`src/rtl/ctrl_pkg.sv`:
```
// Shared definitions for the controller: opcodes, state and class encodings,
// ACC source select codes and fault codes.
package ctrl_pkg;

    localparam logic [3:0] OP_NOP  = 4'b0000;
    localparam logic [3:0] OP_ADD  = 4'b0001;
    localparam logic [3:0] OP_SUB  = 4'b0010;
    localparam logic [3:0] OP_NOR  = 4'b0011;
    localparam logic [3:0] OP_MOVR = 4'b0100;
    localparam logic [3:0] OP_MOVA = 4'b0101;
    localparam logic [3:0] OP_JZRS = 4'b0110;
    localparam logic [3:0] OP_JZIM = 4'b0111;
    localparam logic [3:0] OP_JCRS = 4'b1000;
    localparam logic [3:0] OP_JCIM = 4'b1010;
    localparam logic [3:0] OP_SHL  = 4'b1011;
    localparam logic [3:0] OP_SHR  = 4'b1100;
    localparam logic [3:0] OP_LDIM = 4'b1101;
    localparam logic [3:0] OP_HALT = 4'b1111;

    typedef enum logic [2:0] {
        ST_INIT   = 3'd0,
        ST_FETCH  = 3'd1,
        ST_DECODE = 3'd2,
        ST_JUMP   = 3'd3,
        ST_ACC    = 3'd4,
        ST_REG    = 3'd5,
        ST_HALT   = 3'd6,
        ST_FAULT  = 3'd7
    } state_t;

    typedef enum logic [2:0] {
        CLS_NOP  = 3'd0,
        CLS_ACC  = 3'd1,
        CLS_REG  = 3'd2,
        CLS_JZ   = 3'd3,
        CLS_JC   = 3'd4,
        CLS_HALT = 3'd5,
        CLS_ILL  = 3'd6
    } op_class_t;

    localparam logic [1:0] SELACC_ALU = 2'b00;
    localparam logic [1:0] SELACC_REG = 2'b10;
    localparam logic [1:0] SELACC_IMM = 2'b11;

    localparam logic [1:0] FAULT_NONE    = 2'b00;
    localparam logic [1:0] FAULT_ILLEGAL = 2'b01;
    localparam logic [1:0] FAULT_TIMEOUT = 2'b10;

    // Timeout counter width; TMO never exceeds 255.
    localparam int TMO_W = 8;

endpackage

```
`src/rtl/ctrl_decode.sv`:
```
// Combinational opcode classifier: instruction class, legality,
// PC source for jumps and ACC source for ACC-class ops.
module ctrl_decode
    import ctrl_pkg::*;
#(
    parameter int OP_W = 4
) (
    input  logic [OP_W-1:0] op,
    output logic [2:0]      cls,
    output logic            sel_pc,
    output logic [1:0]      sel_acc
);

    logic      hi_nz;
    op_class_t cls_d;

    // Any set bit above the 4-bit opcode field makes the op illegal.
    assign hi_nz = (op >> 4) != '0;
    assign cls   = cls_d;

    // Classify the low nibble; jumps with register targets select PC source 1.
    always_comb begin
        cls_d   = CLS_ILL;
        sel_pc  = 1'b0;
        sel_acc = SELACC_ALU;
        if (!hi_nz) begin
            case (op[3:0])
                OP_ADD, OP_SUB, OP_NOR, OP_SHL, OP_SHR: cls_d = CLS_ACC;
                OP_MOVR: begin
                    cls_d   = CLS_ACC;
                    sel_acc = SELACC_REG;
                end
                OP_LDIM: begin
                    cls_d   = CLS_ACC;
                    sel_acc = SELACC_IMM;
                end
                OP_MOVA: cls_d = CLS_REG;
                OP_JZRS: begin
                    cls_d  = CLS_JZ;
                    sel_pc = 1'b1;
                end
                OP_JZIM: cls_d = CLS_JZ;
                OP_JCRS: begin
                    cls_d  = CLS_JC;
                    sel_pc = 1'b1;
                end
                OP_JCIM: cls_d = CLS_JC;
                OP_NOP:  cls_d = CLS_NOP;
                OP_HALT: cls_d = CLS_HALT;
                default: cls_d = CLS_ILL;
            endcase
        end
    end

endmodule

```
`src/rtl/controller_v2.sv`:
```
// Multi-cycle CPU control unit: fetch with timeout, decode, one execute
// cycle, terminal HALT/FAULT, and a retired-instruction counter.
//
//   state  | meaning
//   INIT   | one idle cycle after reset
//   FETCH  | request instruction, wait for mem_ack (bounded by TMO)
//   DECODE | classify op, sample z/c
//   JUMP   | load PC from register or immediate
//   ACC    | load ACC from ALU/Reg/Imm
//   REG    | load Reg from ACC
//   HALT   | terminal, halted=1
//   FAULT  | terminal, fault code held
module controller_v2
    import ctrl_pkg::*;
#(
    parameter int OP_W  = 4,
    parameter int ALU_W = 4,
    parameter int TMO   = 15,
    parameter int CNT_W = 16
) (
    input  logic             clk,
    input  logic             CLB,
    input  logic             z,
    input  logic             c,
    input  logic [OP_W-1:0]  op,
    input  logic             mem_ack,
    output logic             mem_req,
    output logic             LoadIR,
    output logic             IncPC,
    output logic             SelPC,
    output logic             LoadPC,
    output logic             LoadReg,
    output logic             LoadAcc,
    output logic [1:0]       SelAcc,
    output logic [ALU_W-1:0] SelALU,
    output logic             halted,
    output logic [1:0]       fault,
    output logic [CNT_W-1:0] retired
);

    state_t           state_q;
    state_t           state_d;
    logic [TMO_W-1:0] tmo_q;
    logic [CNT_W-1:0] retired_q;
    logic [1:0]       fault_code_q;
    logic [1:0]       fault_code_d;
    logic             retire_en;
    logic [2:0]       cls_raw;
    op_class_t        cls;
    logic             sel_pc;
    logic [1:0]       sel_acc;

    ctrl_decode #(
        .OP_W(OP_W)
    ) u_decode (
        .op      (op),
        .cls     (cls_raw),
        .sel_pc  (sel_pc),
        .sel_acc (sel_acc)
    );

    assign cls     = op_class_t'(cls_raw);
    assign retired = retired_q;

    // State register.
    always_ff @(posedge clk or negedge CLB) begin
        if (!CLB) begin
            state_q <= ST_INIT;
        end else begin
            state_q <= state_d;
        end
    end

    // Fetch timeout counter, retired counter and latched fault code.
    always_ff @(posedge clk or negedge CLB) begin
        if (!CLB) begin
            tmo_q        <= '0;
            retired_q    <= '0;
            fault_code_q <= FAULT_NONE;
        end else begin
            // Held at zero outside FETCH so every FETCH entry starts from 0.
            if (state_q != ST_FETCH) begin
                tmo_q <= '0;
            end else if (!mem_ack) begin
                tmo_q <= tmo_q + TMO_W'(1);
            end
            if (retire_en) begin
                retired_q <= retired_q + CNT_W'(1);
            end
            fault_code_q <= fault_code_d;
        end
    end

    // Next-state, retire and fault-capture decisions.
    always_comb begin
        state_d      = state_q;
        retire_en    = 1'b0;
        fault_code_d = fault_code_q;
        case (state_q)
            ST_INIT: state_d = ST_FETCH;
            ST_FETCH: begin
                // An ack in the final allowed cycle still wins over the timeout.
                if (mem_ack) begin
                    state_d = ST_DECODE;
                end else if (tmo_q == TMO_W'(TMO)) begin
                    state_d      = ST_FAULT;
                    fault_code_d = FAULT_TIMEOUT;
                end
            end
            ST_DECODE: begin
                case (cls)
                    CLS_ACC: state_d = ST_ACC;
                    CLS_REG: state_d = ST_REG;
                    CLS_JZ: begin
                        if (z) begin
                            state_d = ST_JUMP;
                        end else begin
                            state_d   = ST_FETCH;
                            retire_en = 1'b1;
                        end
                    end
                    CLS_JC: begin
                        if (c) begin
                            state_d = ST_JUMP;
                        end else begin
                            state_d   = ST_FETCH;
                            retire_en = 1'b1;
                        end
                    end
                    CLS_NOP: begin
                        state_d   = ST_FETCH;
                        retire_en = 1'b1;
                    end
                    CLS_HALT: begin
                        state_d   = ST_HALT;
                        retire_en = 1'b1;
                    end
                    default: begin
                        state_d      = ST_FAULT;
                        fault_code_d = FAULT_ILLEGAL;
                    end
                endcase
            end
            ST_JUMP, ST_ACC, ST_REG: begin
                state_d   = ST_FETCH;
                retire_en = 1'b1;
            end
            ST_HALT:  state_d = ST_HALT;
            ST_FAULT: state_d = ST_FAULT;
            default:  state_d = ST_INIT;
        endcase
    end

    // Datapath strobes and status outputs, decoded from the current state.
    always_comb begin
        mem_req = 1'b0;
        LoadIR  = 1'b0;
        IncPC   = 1'b0;
        SelPC   = 1'b0;
        LoadPC  = 1'b0;
        LoadReg = 1'b0;
        LoadAcc = 1'b0;
        SelAcc  = SELACC_ALU;
        SelALU  = '0;
        halted  = 1'b0;
        fault   = FAULT_NONE;
        case (state_q)
            ST_FETCH: begin
                mem_req = 1'b1;
                LoadIR  = mem_ack;
                IncPC   = mem_ack;
            end
            ST_JUMP: begin
                LoadPC = 1'b1;
                SelPC  = sel_pc;
            end
            ST_ACC: begin
                LoadAcc = 1'b1;
                SelAcc  = sel_acc;
                SelALU  = ALU_W'(op);
            end
            ST_REG:   LoadReg = 1'b1;
            ST_HALT:  halted  = 1'b1;
            ST_FAULT: fault   = fault_code_q;
            default: ;
        endcase
    end

endmodule

```
`config.mk`:
```
export PLATFORM = sky130hd
export DESIGN_NAME = controller_v2
export DESIGN_NICKNAME = d
export VERILOG_FILES = /design/src/rtl/ctrl_pkg.sv /design/src/rtl/ctrl_decode.sv /design/src/rtl/controller_v2.sv
export SDC_FILE = /design/constraint.sdc
export NUM_CORES = 1
export LEC_CHECK = 0
export BUFFER_PORTS_ARGS = -buffer_cell sky130_fd_sc_hd__buf_2
export CORE_ASPECT_RATIO = 1.75
export CORE_MARGIN = 2
export CORE_UTILIZATION = 50
export DETAILED_ROUTE_END_ITERATION = 6
export PLACE_DENSITY_LB_ADDON = 0.1
export SLEW_MARGIN = 30
export SYNTH_ARGS = -nofsm -noshare
export SYNTH_HDL_FRONTEND = slang
export SYNTH_SLANG_ARGS = --single-unit
```
`constraint.sdc`:
```
create_clock -name clk -period 2.32 [get_ports clk]
set_input_delay 0.696 -clock clk [delete_from_list [all_inputs] [get_ports clk]]
set_output_delay 0.696 -clock clk [all_outputs]
set_load 0.02 [all_outputs]
```
# Word level (Yosys, flattened, before mapping)
# Index checks and enable logic that the tools add are counted.
totals:
  reg_bits: 29
  in_bits: 9
  output_inout_bits: 32
  wordCells: 80
classes:
  addsub: 2
  eq_ne: 32
  muxes: 29
  n_reduce_logical: 13
ops:
  columns: ["cell", "count"]
  rows:
  - ["$pmux 3 s6", 2]
  - ["$eq 4x4->1 const B", 6]
  - ["$eq 3x3->1 const B", 6]
  - ["$add 16x1->16 const B", 1]
  - ["$eq 4x3->1 const B", 4]
  - ["$mux 8", 2]
  - ["$pmux 3 s5", 1]
  - ["$mux 2", 7]
  - ["$eq 3x2->1 const B", 4]
  - ["$mux 1", 10]
  - ["$add 8x1->8 const B", 1]
  - ["$eq 4x2->1 const B", 2]
  - ["$eq 8x4->1 const B", 1]
  - ["$pmux 2 s2", 2]
  - ["$reduce_or 2->1", 4]
  - ["$reduce_or 7->1", 1]
  - ["$eq 3x1->1 const B", 2]
  - ["$logic_not 3->1", 2]
  - ["$mux 3", 2]
  - ["$ne 2x2->1 const B", 3]
  - ["$reduce_or 6->1", 1]
  - ["$eq 4x1->1 const B", 1]
  - ["$logic_not 4->1", 1]
  - ["$mux 4", 1]
  - ["other kinds (9)", 9]

# Longest topological paths before layout
# Gate-level depths: netlist of run 1.
logic_depth:
  ltp_word: 7
  ltp_mapped: 7
  ltp_nobuf: 5

# Modules after synthesis
# Synthesis of run 1 repeated with hierarchy kept, for this count alone.
unflattened:
  cells_unflattened: 181
  hier_area_um2: 1775.5
by_module_without_submodules:
  columns: ["mod", "n_inst", "cells_each", "area_each_um2", "seq_area_each_um2"]
  rows:
  - ["controller_v2", 1, 162, 1665.3, 725.7]
  - ["ctrl_decode", 1, 19, 110.1, 0.0]

# Worst setup path after synthesis of run 1
# OpenSTA, ideal clock, no wires.
synth_path:
  kind: "register -> output"
  start: "register state_q[1]"
  end: "output port SelAcc[0]"
  arrival_time_ps: 1718
  t_required_ps: 1624
  setup_slack_ps: -94
  stages_incl_launch_ff: 6
  path_buffers: 0
  path_cell_list: "dfrtp_1 > nand2b_1 > nor2_1 > and2_1 > nor2b_1 > and3_1"
synth_between:
  elab_chain_len: 2
synth_rtl:
  columns: ["element", "line_no", "rtl"]
  rows:
  - ["start: declaration", "controller_v2.sv:41", "state_t state_q;"]
  - ["start signal: assignment", "controller_v2.sv:70", "state_q <= state_d;"]
  - ["$eq 3x3->1", "controller_v2.sv:167", "case (state_q)"]
  - ["$mux 2", "controller_v2.sv:167", null]
  - ["end: declaration", "controller_v2.sv:34", "output logic [1:0] SelAcc,"]
# No other way between the ends.

# Final worst setup path of run 1
layout_path:
  start: "register state_q[1]"
  end: "output port IncPC"
layout_between:
  elab_chain_len: 2
layout_rtl:
  columns: ["element", "line_no", "rtl"]
  rows:
  - ["$eq 3x1->1", "controller_v2.sv:167", null]
  - ["$mux 1", "controller_v2.sv:167", null]
  - ["end: declaration", "controller_v2.sv:29", "output logic IncPC,"]
# No other way between the ends.

==> results of run 1 <==
-- cell families after synthesis --
| logic type | share of synthesized area, % |
|---|---|
| xor gates and xnor gates | 11.00 |
| muxes | 2.170 |
| adders and majority gates | 1.497 |
| buffers and inverters | 3.967 |
| DFF | 43.41 |
| AOI/OAI and AO/OA | 6.138 |
| and+or+nand+nor | 31.81 |
-- flip-flops by register name, indices dropped and copies added (netlist names) --
name,count
retired,16
tmo_q,8
state_q,3
fault_code_q,2
-- stage by stage --
| stage | power, uW | std cells | area [sq um] |
|---|---|---|---|
| floorplan | 1279 | 169 | 1679 |
| global placement | 1519 | 252 | 1943 |
| detailed placement | 1553 | 252 | 1943 |
| CTS | 1958 | 261 | 2034 |
| global route | 2100 | 262 | 2058 |
| finish | 1963 | 262 | 2058 |
-- final timing paths --
path	start	endpoint	cells past startpoint
max in group asynchronous	CLB	state_q[0]	1
min in group clk	retired[15]	retired[15]	1
max reg2reg	state_q[2]	retired[14]	7
max	state_q[1]	IncPC	5
min	CLB	retired[13]	1
min reg2reg	retired[15]	retired[15]	1
-- timing repair --
item / CTS / global route
setup buffers: 1 / 1
pin swaps: 1 / 0
gates resized for setup: 1 / 5
gates cloned: 0 / 0
setup endpoints to repair: 2 / 4
-- layout make-up --
type | instances | area (sq um)
sequential | 29 | 728.2
timing repair buffer | 47 | 270.3
fill | 292 | 1117
tap | 43 | 53.80
multi-input combinational | 128 | 897.1
clock inverter | 2 | 10.01
clock buffer | 6 | 72.57
inverter | 7 | 26.28
-- layer usage --
| layer | share of wire (%) | global-route usage, % |
|---|---|---|
| met5 | 0 | 0 |
| met4 | 1.7 | 7.568 |
| met3 | 3.6 | 4.045 |
| met2 | 56 | 38.93 |
| met1 | 39 | 24.85 |
-- power groups by stage --
stage	sequential, uW	combinational, uW	clock [uW]
3_5_place_dp	729	824	0
5_1_grt	738	937	425
2_1_floorplan	770	509	0
4_1_cts	721	830	408
6_report	721	850	392
3_3_place_gp	719	801	0
-- layout by cell type, fill, tap and decap left out, types with 2 or more instances in the layout --
cell,count
sky130_fd_sc_hd__a21oi_1,7
sky130_fd_sc_hd__and3_1,6
sky130_fd_sc_hd__nor4bb_1,4
sky130_fd_sc_hd__nor3_2,5
sky130_fd_sc_hd__inv_1,6
sky130_fd_sc_hd__o21ai_1,2
sky130_fd_sc_hd__nor4_1,2
sky130_fd_sc_hd__clkbuf_8,5
sky130_fd_sc_hd__nand2b_1,7
sky130_fd_sc_hd__and2_4,2
sky130_fd_sc_hd__o21ai_0,3
sky130_fd_sc_hd__clkinv_2,2
sky130_fd_sc_hd__buf_4,8
sky130_fd_sc_hd__nor2b_1,5
sky130_fd_sc_hd__buf_2,38
sky130_fd_sc_hd__xnor2_1,4
sky130_fd_sc_hd__dfrtp_2,2
sky130_fd_sc_hd__or3_1,3
sky130_fd_sc_hd__nand4_1,2
sky130_fd_sc_hd__nand2_1,13
sky130_fd_sc_hd__nor2_1,18
sky130_fd_sc_hd__ha_1,2
sky130_fd_sc_hd__xor2_1,17
sky130_fd_sc_hd__nand3_1,3
sky130_fd_sc_hd__nand4b_1,2
sky130_fd_sc_hd__dfrtp_1,27
sky130_fd_sc_hd__nor4b_2,2
sky130_fd_sc_hd__and2_1,4
==> report_table.html, run 1 <==
<table>
<tr><th>Metric</th><th>Value</th></tr>
<tr><th colspan="2">Routing</th></tr>
<tr><td>Count of unresolved DRC violations after routing</td><td>0</td></tr>
<tr><td>Detailed Route Iter0 Violations</td><td>11</td></tr>
<tr><td>Length of the first detailed-routing pass in iterations</td><td>4</td></tr>
<tr><td>Total number of vias</td><td>1395</td></tr>
<tr><td>Total wire length</td><td>3629 microns</td></tr>
<tr><td>DRT antenna net count</td><td>0</td></tr>
<tr><td>Via-to-Cell Ratio</td><td>5.324</td></tr>
<tr><td>Average wire per standard cell</td><td>13.85 microns</td></tr>
<tr><th colspan="2">Global route</th></tr>
<tr><td>GRT Overall Usage</td><td>22.05%</td></tr>
<tr><td>Number of global-route vias before repair</td><td>1413</td></tr>
<tr><td>Total congestion overflow after global routing</td><td>0</td></tr>
<tr><td>First-pass GRT wire length</td><td>6161 microns</td></tr>
<tr><td>Number of antenna violations at the first check in global routing</td><td>0</td></tr>
<tr><td>Pin count of the biggest net entering global routing</td><td>30</td></tr>
<tr><th colspan="2">Critical path</th></tr>
<tr><td>Cell with the largest stage delay on the worst path</td><td>sky130_fd_sc_hd__dfrtp_1</td></tr>
<tr><td>Type of origin of the critical path</td><td>register</td></tr>
<tr><td>Critical path capture point type</td><td>primary output</td></tr>
<tr><td>Biggest fanout along the worst timing path</td><td>8</td></tr>
<tr><td>CP required</td><td>1.62 ns</td></tr>
<tr><td>Delay contributed by the slowest stage of the critical path</td><td>0.37 ns</td></tr>
<tr><td>Count of buffer and inverter cells on the critical path</td><td>3</td></tr>
<tr><td>Family of cells with the greatest summed delay on the critical path</td><td>simple AND/OR/NAND/NOR gates</td></tr>
<tr><td>Path type of the worst setup path</td><td>reg -&gt; out</td></tr>
<tr><td>Worst reg-to-reg setup slack</td><td>0.51 ns</td></tr>
<tr><td>Cells traversed along the worst timing path</td><td>buf_4 -&gt; or3_1 -&gt; inv_1 -&gt; and2_4 -&gt; buf_2</td></tr>
<tr><td>Worst Path Arrival</td><td>1.57 ns</td></tr>
<tr><th colspan="2">Synth</th></tr>
<tr><td>EDFF count, synth</td><td>0</td></tr>
<tr><td>Number of register bits inferred by synthesis</td><td>29</td></tr>
<tr><td>Average size of a mapped cell</td><td>9.891 sq um</td></tr>
<tr><td>Library cell with the largest summed area after synthesis</td><td>sky130_fd_sc_hd__dfrtp_1</td></tr>
<tr><td>Ys flop type</td><td>sky130_fd_sc_hd__dfrtp_1</td></tr>
<tr><td>Warnings, synthesis</td><td>0</td></tr>
<tr><td>Share of Yosys cell area claimed by the top area cell type</td><td>43.41%</td></tr>
<tr><td>Dominant cells by area after synthesis</td><td>sky130_fd_sc_hd__dfrtp_1 43%, sky130_fd_sc_hd__xor2_1 8.9%, sky130_fd_sc_hd__nor2_1 4.3%</td></tr>
<tr><td>Post-synthesis async set-or-reset flop share</td><td>100.0%</td></tr>
<tr><td>Portion of the post-synthesis area used by sequential elements</td><td>43.41%</td></tr>
<tr><td>Top cells by instance count after synthesis</td><td>29 x sky130_fd_sc_hd__dfrtp_1, 19 x sky130_fd_sc_hd__nor2_1, 17 x sky130_fd_sc_hd__xor2_1</td></tr>
<tr><td>Unique cell type count in the Yosys netlist</td><td>41</td></tr>
<tr><td>Post-Syn Area</td><td>1672 sq um</td></tr>
<tr><td>Most frequent cell after synthesis</td><td>sky130_fd_sc_hd__dfrtp_1</td></tr>
<tr><td>Post-Syn Nets</td><td>180</td></tr>
<tr><td>Synthesized netlist cell count</td><td>169</td></tr>
<tr><th colspan="2">CTS</th></tr>
<tr><td>H-Tree Level Count</td><td>2</td></tr>
<tr><td>Total CTS buffers</td><td>5</td></tr>
<tr><td>Cell at the root of the clock tree</td><td>sky130_fd_sc_hd__clkbuf_8</td></tr>
<tr><td>TritonCTS clock tree</td><td>built</td></tr>
<tr><td>Clock latency on the worst-skew pair</td><td>0.28 ns</td></tr>
<tr><td>Clock sink total</td><td>29</td></tr>
<tr><td>Hold buffers post-CTS</td><td>0</td></tr>
<tr><td>Max Buffers Root-to-Sink</td><td>2</td></tr>
<tr><td>Clock-pin slew of the registers on the worst-case setup and hold paths</td><td>0.06 ns</td></tr>
<tr><th colspan="2">Pwr</th></tr>
<tr><td>Cell internal pwr</td><td>1173 uW</td></tr>
<tr><td>Fraction of power spent switching nets</td><td>40.24%</td></tr>
<tr><td>Comb pwr share</td><td>43.3%</td></tr>
<tr><td>Relative contribution of sequential cells to total power</td><td>36.7%</td></tr>
<tr><td>Static power due to leakage</td><td>0.001084 uW</td></tr>
<tr><td>Pwr dens</td><td>953.6 nW/um^2</td></tr>
<tr><td>Total net switching power</td><td>789.8 uW</td></tr>
<tr><td>Maximum resistive drop on vdd</td><td>0.7524 mV</td></tr>
<tr><td>Clock group share of total power</td><td>20.0%</td></tr>
<tr><th colspan="2">Timing</th></tr>
<tr><td>Final worst-path setup slack</td><td>0.05604 ns</td></tr>
<tr><td>Maximum operating frequency</td><td>441.7 MHz</td></tr>
<tr><td>Tightest hold margin</td><td>0.4439 ns</td></tr>
<tr><td>Slew at the pin closest to its max-slew limit</td><td>0.6430 ns</td></tr>
<tr><td>Worst max-slew margin expressed relative to the limit</td><td>57.14%</td></tr>
<tr><td>Final-report setup violation count</td><td>0</td></tr>
<tr><td>Final-layout setup total negative slack</td><td>0 ns</td></tr>
<tr><td>Number of pins exceeding their max-slew limit in the final report</td><td>0</td></tr>
<tr><td>Fin crit period</td><td>2.264 ns</td></tr>
<tr><td>Ratio of final minimum period to clock period</td><td>97.58%</td></tr>
<tr><td>Final clock skew</td><td>0.006124 ns</td></tr>
<tr><td>Hold Fails Final Rpt</td><td>0</td></tr>
<tr><th colspan="2">Placement</th></tr>
<tr><td>Input/output buffers</td><td>40</td></tr>
<tr><td>RD Place Congestion</td><td>0.8989</td></tr>
<tr><td>Placed wire-length estimate</td><td>2704 microns</td></tr>
<tr><td>Place WS</td><td>0.1553 ns</td></tr>
<tr><th colspan="2">Die</th></tr>
<tr><td>Site row count</td><td>27</td></tr>
<tr><td>Initial Utilization</td><td>52.64%</td></tr>
<tr><td>Die boundary width</td><td>47.71 microns</td></tr>
<tr><td>Number of primary I/O pins</td><td>41</td></tr>
<tr><td>Die Y</td><td>80.49 microns</td></tr>
<tr><td>Die Outline Area</td><td>3840 sq um</td></tr>
<tr><td>Std-Cell Core Area</td><td>3176 sq um</td></tr>
<tr><th colspan="2">Worst hold path</th></tr>
<tr><td>Worst Hold Class</td><td>in -&gt; async</td></tr>
<tr><th colspan="2">Status</th></tr>
<tr><td>Result of the run</td><td>complete, no violations</td></tr>
<tr><th colspan="2">Cells and area</th></tr>
<tr><td>Diode count</td><td>0</td></tr>
<tr><td>Layout-stage area growth over the synthesis result</td><td>23.13%</td></tr>
<tr><td>Fraction of final layout cells with drive strength greater than 1</td><td>33.33%</td></tr>
<tr><td>Share of the core filled with cells</td><td>64.81%</td></tr>
<tr><td>Net count, final</td><td>229</td></tr>
<tr><th colspan="2">Job</th></tr>
<tr><td># Max-Cap Violations</td><td>0</td></tr>
</table>
No activity file was read; power rests on OpenSTA's default activity.
==> inputs of run 2 (changes only) <==
--- a/config.mk
+++ b/config.mk
@@ -8,10 +8,11 @@
 export BUFFER_PORTS_ARGS = -buffer_cell sky130_fd_sc_hd__buf_2
 export CORE_ASPECT_RATIO = 1.75
 export CORE_MARGIN = 2
-export CORE_UTILIZATION = 50
+export CORE_UTILIZATION = 31
 export DETAILED_ROUTE_END_ITERATION = 6
 export PLACE_DENSITY_LB_ADDON = 0.1
-export SLEW_MARGIN = 30
+export SLEW_MARGIN = 20
 export SYNTH_ARGS = -nofsm -noshare
 export SYNTH_HDL_FRONTEND = slang
 export SYNTH_SLANG_ARGS = --single-unit
+export TNS_END_PERCENT = 50
==> run 2 against run 1 <==
Net effect: clock skew barely moved; via count is 0.86% lower; global-route usage fell by 8.3 points; critical path type unchanged.
==> report_table.html, run 2 (synthesized netlist as in run 1, its figures left out) <==
<table>
<tr><th>Metric</th><th>Value</th></tr>
<tr><th colspan="2">Status</th></tr>
<tr><td>Result of the run</td><td>complete, no violations</td></tr>
<tr><th colspan="2">Critical path</th></tr>
<tr><td>Path type of the worst setup path</td><td>reg -&gt; out</td></tr>
<tr><td>Critical path capture point type</td><td>primary output</td></tr>
<tr><td>Biggest fanout along the worst timing path</td><td>5 (-3)</td></tr>
<tr><td>CP required</td><td>1.62 ns (about the same)</td></tr>
<tr><td>Register-to-Register Path Depth</td><td>8 (+1)</td></tr>
<tr><td>R2r startpoint</td><td>state_q[2]</td></tr>
<tr><td>Worst Path Arrival</td><td>1.58 ns (about the same)</td></tr>
<tr><td>Worst reg-to-reg setup slack</td><td>0.37 ns (-0.14 ns)</td></tr>
<tr><td>Type of origin of the critical path</td><td>register</td></tr>
<tr><td>Endpoint of the worst register-to-register path</td><td>retired[13]</td></tr>
<tr><th colspan="2">Routing</th></tr>
<tr><td>Detailed Route Iter0 Violations</td><td>62 (+51)</td></tr>
<tr><td>Via-to-Cell Ratio</td><td>5.011 (-5.9%)</td></tr>
<tr><td>Total wire length</td><td>3917 microns (+7.9%)</td></tr>
<tr><td>Count of unresolved DRC violations after routing</td><td>0 (unchanged)</td></tr>
<tr><td>Length of the first detailed-routing pass in iterations</td><td>4 (unchanged)</td></tr>
<tr><td>Post-Route M1 WL</td><td>1522 microns (+8.8%)</td></tr>
<tr><td>Met3 WL post-DR</td><td>176 microns (+36%)</td></tr>
<tr><td>DRT antenna net count</td><td>0 (unchanged)</td></tr>
<tr><td>Average wire per standard cell</td><td>14.19 microns (+2.5%)</td></tr>
<tr><td>Total number of vias</td><td>1383 (-0.86%)</td></tr>
<tr><td>Met2 Routed Length</td><td>2127 microns (+4.4%)</td></tr>
<tr><td>Max Used Layer</td><td>met4</td></tr>
<tr><th colspan="2">CTS</th></tr>
<tr><td>TritonCTS clock tree</td><td>built</td></tr>
<tr><td>Clock sink total</td><td>29 (unchanged)</td></tr>
<tr><td>Cell at the root of the clock tree</td><td>sky130_fd_sc_hd__clkbuf_8</td></tr>
<tr><td>Total CTS buffers</td><td>5 (unchanged)</td></tr>
<tr><td>Clock latency on the worst-skew pair</td><td>0.27 ns (about the same)</td></tr>
<tr><td>H-Tree Level Count</td><td>2 (unchanged)</td></tr>
<tr><td>Max Buffers Root-to-Sink</td><td>2 (unchanged)</td></tr>
<tr><td>Clock-pin slew of the registers on the worst-case setup and hold paths</td><td>0.06 ns (about the same)</td></tr>
<tr><td>Hold buffers post-CTS</td><td>0 (unchanged)</td></tr>
<tr><th colspan="2">Global route</th></tr>
<tr><td>First-pass GRT wire length</td><td>6258 microns (+1.6%)</td></tr>
<tr><td>Number of antenna violations at the first check in global routing</td><td>0 (unchanged)</td></tr>
<tr><td>Total congestion overflow after global routing</td><td>0 (unchanged)</td></tr>
<tr><td>Number of global-route vias before repair</td><td>1338 (-5.3%)</td></tr>
<tr><td>GRT Overall Usage</td><td>13.71% (-8.3 points)</td></tr>
<tr><td>Pin count of the biggest net entering global routing</td><td>30 (unchanged)</td></tr>
<tr><th colspan="2">Timing</th></tr>
<tr><td>Final clock skew</td><td>0.006468 ns (+0.0003440 ns)</td></tr>
<tr><td>Maximum operating frequency</td><td>440.1 MHz (-0.37%)</td></tr>
<tr><td>Number of pins exceeding their max-slew limit in the final report</td><td>0 (unchanged)</td></tr>
<tr><td>Fin crit period</td><td>2.272 ns (+0.008342 ns)</td></tr>
<tr><td>Final-report setup violation count</td><td>0 (unchanged)</td></tr>
<tr><td>Setup repair after global routing missed its margin</td><td>yes</td></tr>
<tr><td>Ratio of final minimum period to clock period</td><td>97.94% (+0.36 points)</td></tr>
<tr><td>Slew at the pin closest to its max-slew limit</td><td>0.6554 ns (+0.01250 ns)</td></tr>
<tr><td>Worst max-slew margin expressed relative to the limit</td><td>56.30% (-0.83 points)</td></tr>
<tr><td>Hold Fails Final Rpt</td><td>0 (unchanged)</td></tr>
<tr><td>Tightest hold margin</td><td>0.4476 ns (+0.003710 ns)</td></tr>
<tr><th colspan="2">Placement</th></tr>
<tr><td>Input/output buffers</td><td>40 (unchanged)</td></tr>
<tr><td>Placed wire-length estimate</td><td>2979 microns (+10%)</td></tr>
<tr><td>RD Place Congestion</td><td>0.7177 (-20%)</td></tr>
<tr><th colspan="2">Cells and area</th></tr>
<tr><td>Leading cell type in the layout, fill and taps excluded</td><td>sky130_fd_sc_hd__buf_2</td></tr>
<tr><td>Largest register FFs</td><td>16 (unchanged)</td></tr>
<tr><td>Share of the core filled with cells</td><td>40.26% (-25 points)</td></tr>
<tr><td>Diode count</td><td>0 (unchanged)</td></tr>
<tr><td>Net count, final</td><td>231 (+0.87%)</td></tr>
<tr><td>Top library cells by usage in the layout, fill and taps aside</td><td>35 x sky130_fd_sc_hd__buf_2, 28 x sky130_fd_sc_hd__dfrtp_1, 18 x sky130_fd_sc_hd__nor2_1, 17 x sky130_fd_sc_hd__xor2_1, 13 x sky130_fd_sc_hd__nand2_1</td></tr>
<tr><td>Layout-stage area growth over the synthesis result</td><td>26.57%</td></tr>
<tr><td>Fraction of final layout cells with drive strength greater than 1</td><td>34.39% (+1.1 points)</td></tr>
<tr><th colspan="2">Worst hold path</th></tr>
<tr><td>Worst Hold Class</td><td>in -&gt; async</td></tr>
<tr><th colspan="2">Pwr</th></tr>
<tr><td>Maximum resistive drop on vdd</td><td>0.5977 mV (-21%)</td></tr>
<tr><td>Static power due to leakage</td><td>0.001099 uW (+1.3%)</td></tr>
<tr><td>Pwr dens</td><td>950.4 nW/um^2 (-0.33%)</td></tr>
<tr><th colspan="2">Die</th></tr>
<tr><td>Initial Utilization</td><td>31.81% (-21 points)</td></tr>
<tr><td>Die Y</td><td>101.1 microns (+26%)</td></tr>
<tr><td>Die Outline Area</td><td>6019 sq um (+57%)</td></tr>
<tr><td>Std-Cell Core Area</td><td>5255 sq um (+65%)</td></tr>
<tr><td>Die boundary width</td><td>59.51 microns (+25%)</td></tr>
<tr><td>Site row count</td><td>35 (+30%)</td></tr>
<tr><td>Number of primary I/O pins</td><td>41 (unchanged)</td></tr>
<tr><th colspan="2">Job</th></tr>
<tr><td># Max-Cap Violations</td><td>0 (unchanged)</td></tr>
</table>
-- run 2: cell type report --
class | count | area, sq um
Fill cell | 524 | 3139
Multi-Input combinational cell | 128 | 907.1
Sequential cell | 29 | 726.9
Timing Repair Buffer | 49 | 304.0
Clock buffer | 6 | 72.57
Tap cell | 55 | 68.82
Inverter | 7 | 26.28
Clock inverter | 2 | 10.01
-- run 2: worst max path at each step --
stage                     cells past startpoint  slack [ns]       start  endpoint
after global placement                        6        0.13       op[2]     SelPC
after floorplan                               5       -0.04       op[2]     SelPC
final                                         5        0.05  state_q[2]     SelPC
after global routing                          5      -0.001  state_q[2]     SelPC
after detailed placement                      6        0.04       op[2]     SelPC
after CTS                                     5      -0.007  state_q[2]    LoadIR
-- run 2: power by group --
part	switching (uW)	leakage, uW	total (uW)	internal (uW)
clock network	183	0.0000450	390	207
registers	109	0.000383	721	612
logic	509	0.000671	900	390
-- run 2: through the flow --
step	power, uW	area (sq um)	std cells	setup TNS [ns]	worst slack [ns]
after floorplan	1277	1674	169	-0.04221	-0.04221
after global placement	1533	1961	265	0	0.1283
after detailed placement	1555	1961	265	0	0.03599
after CTS	1990	2078	276	-0.01356	-0.007237
after global routing	2151	2116	276	-0.001494	-0.001494
final	2011	2116	276	0	0.04770
-- run 2: timing repair --
action / 4_1_cts / 5_1_grt
pin swaps: 1 / 0
resized for setup: 5 / 11
setup endpoints to repair: 2 / 5
setup buffers: 3 / 0
-- run 2: layer usage --
metal  track usage (%)  vias up
met5                 0        -
met4             6.838        0
met3             2.682       10
met2             25.02       45
met1             14.36      648
li1                  -      680
-- run 2: worst max-delay path: stages, from the launching register on --
cell	delay (ns)
sky130_fd_sc_hd__dfrtp_1	0.44
sky130_fd_sc_hd__buf_6	0.15
sky130_fd_sc_hd__buf_4	0.14
sky130_fd_sc_hd__nand3b_1	0.22
sky130_fd_sc_hd__nor3_2	0.18
sky130_fd_sc_hd__buf_4	0.16
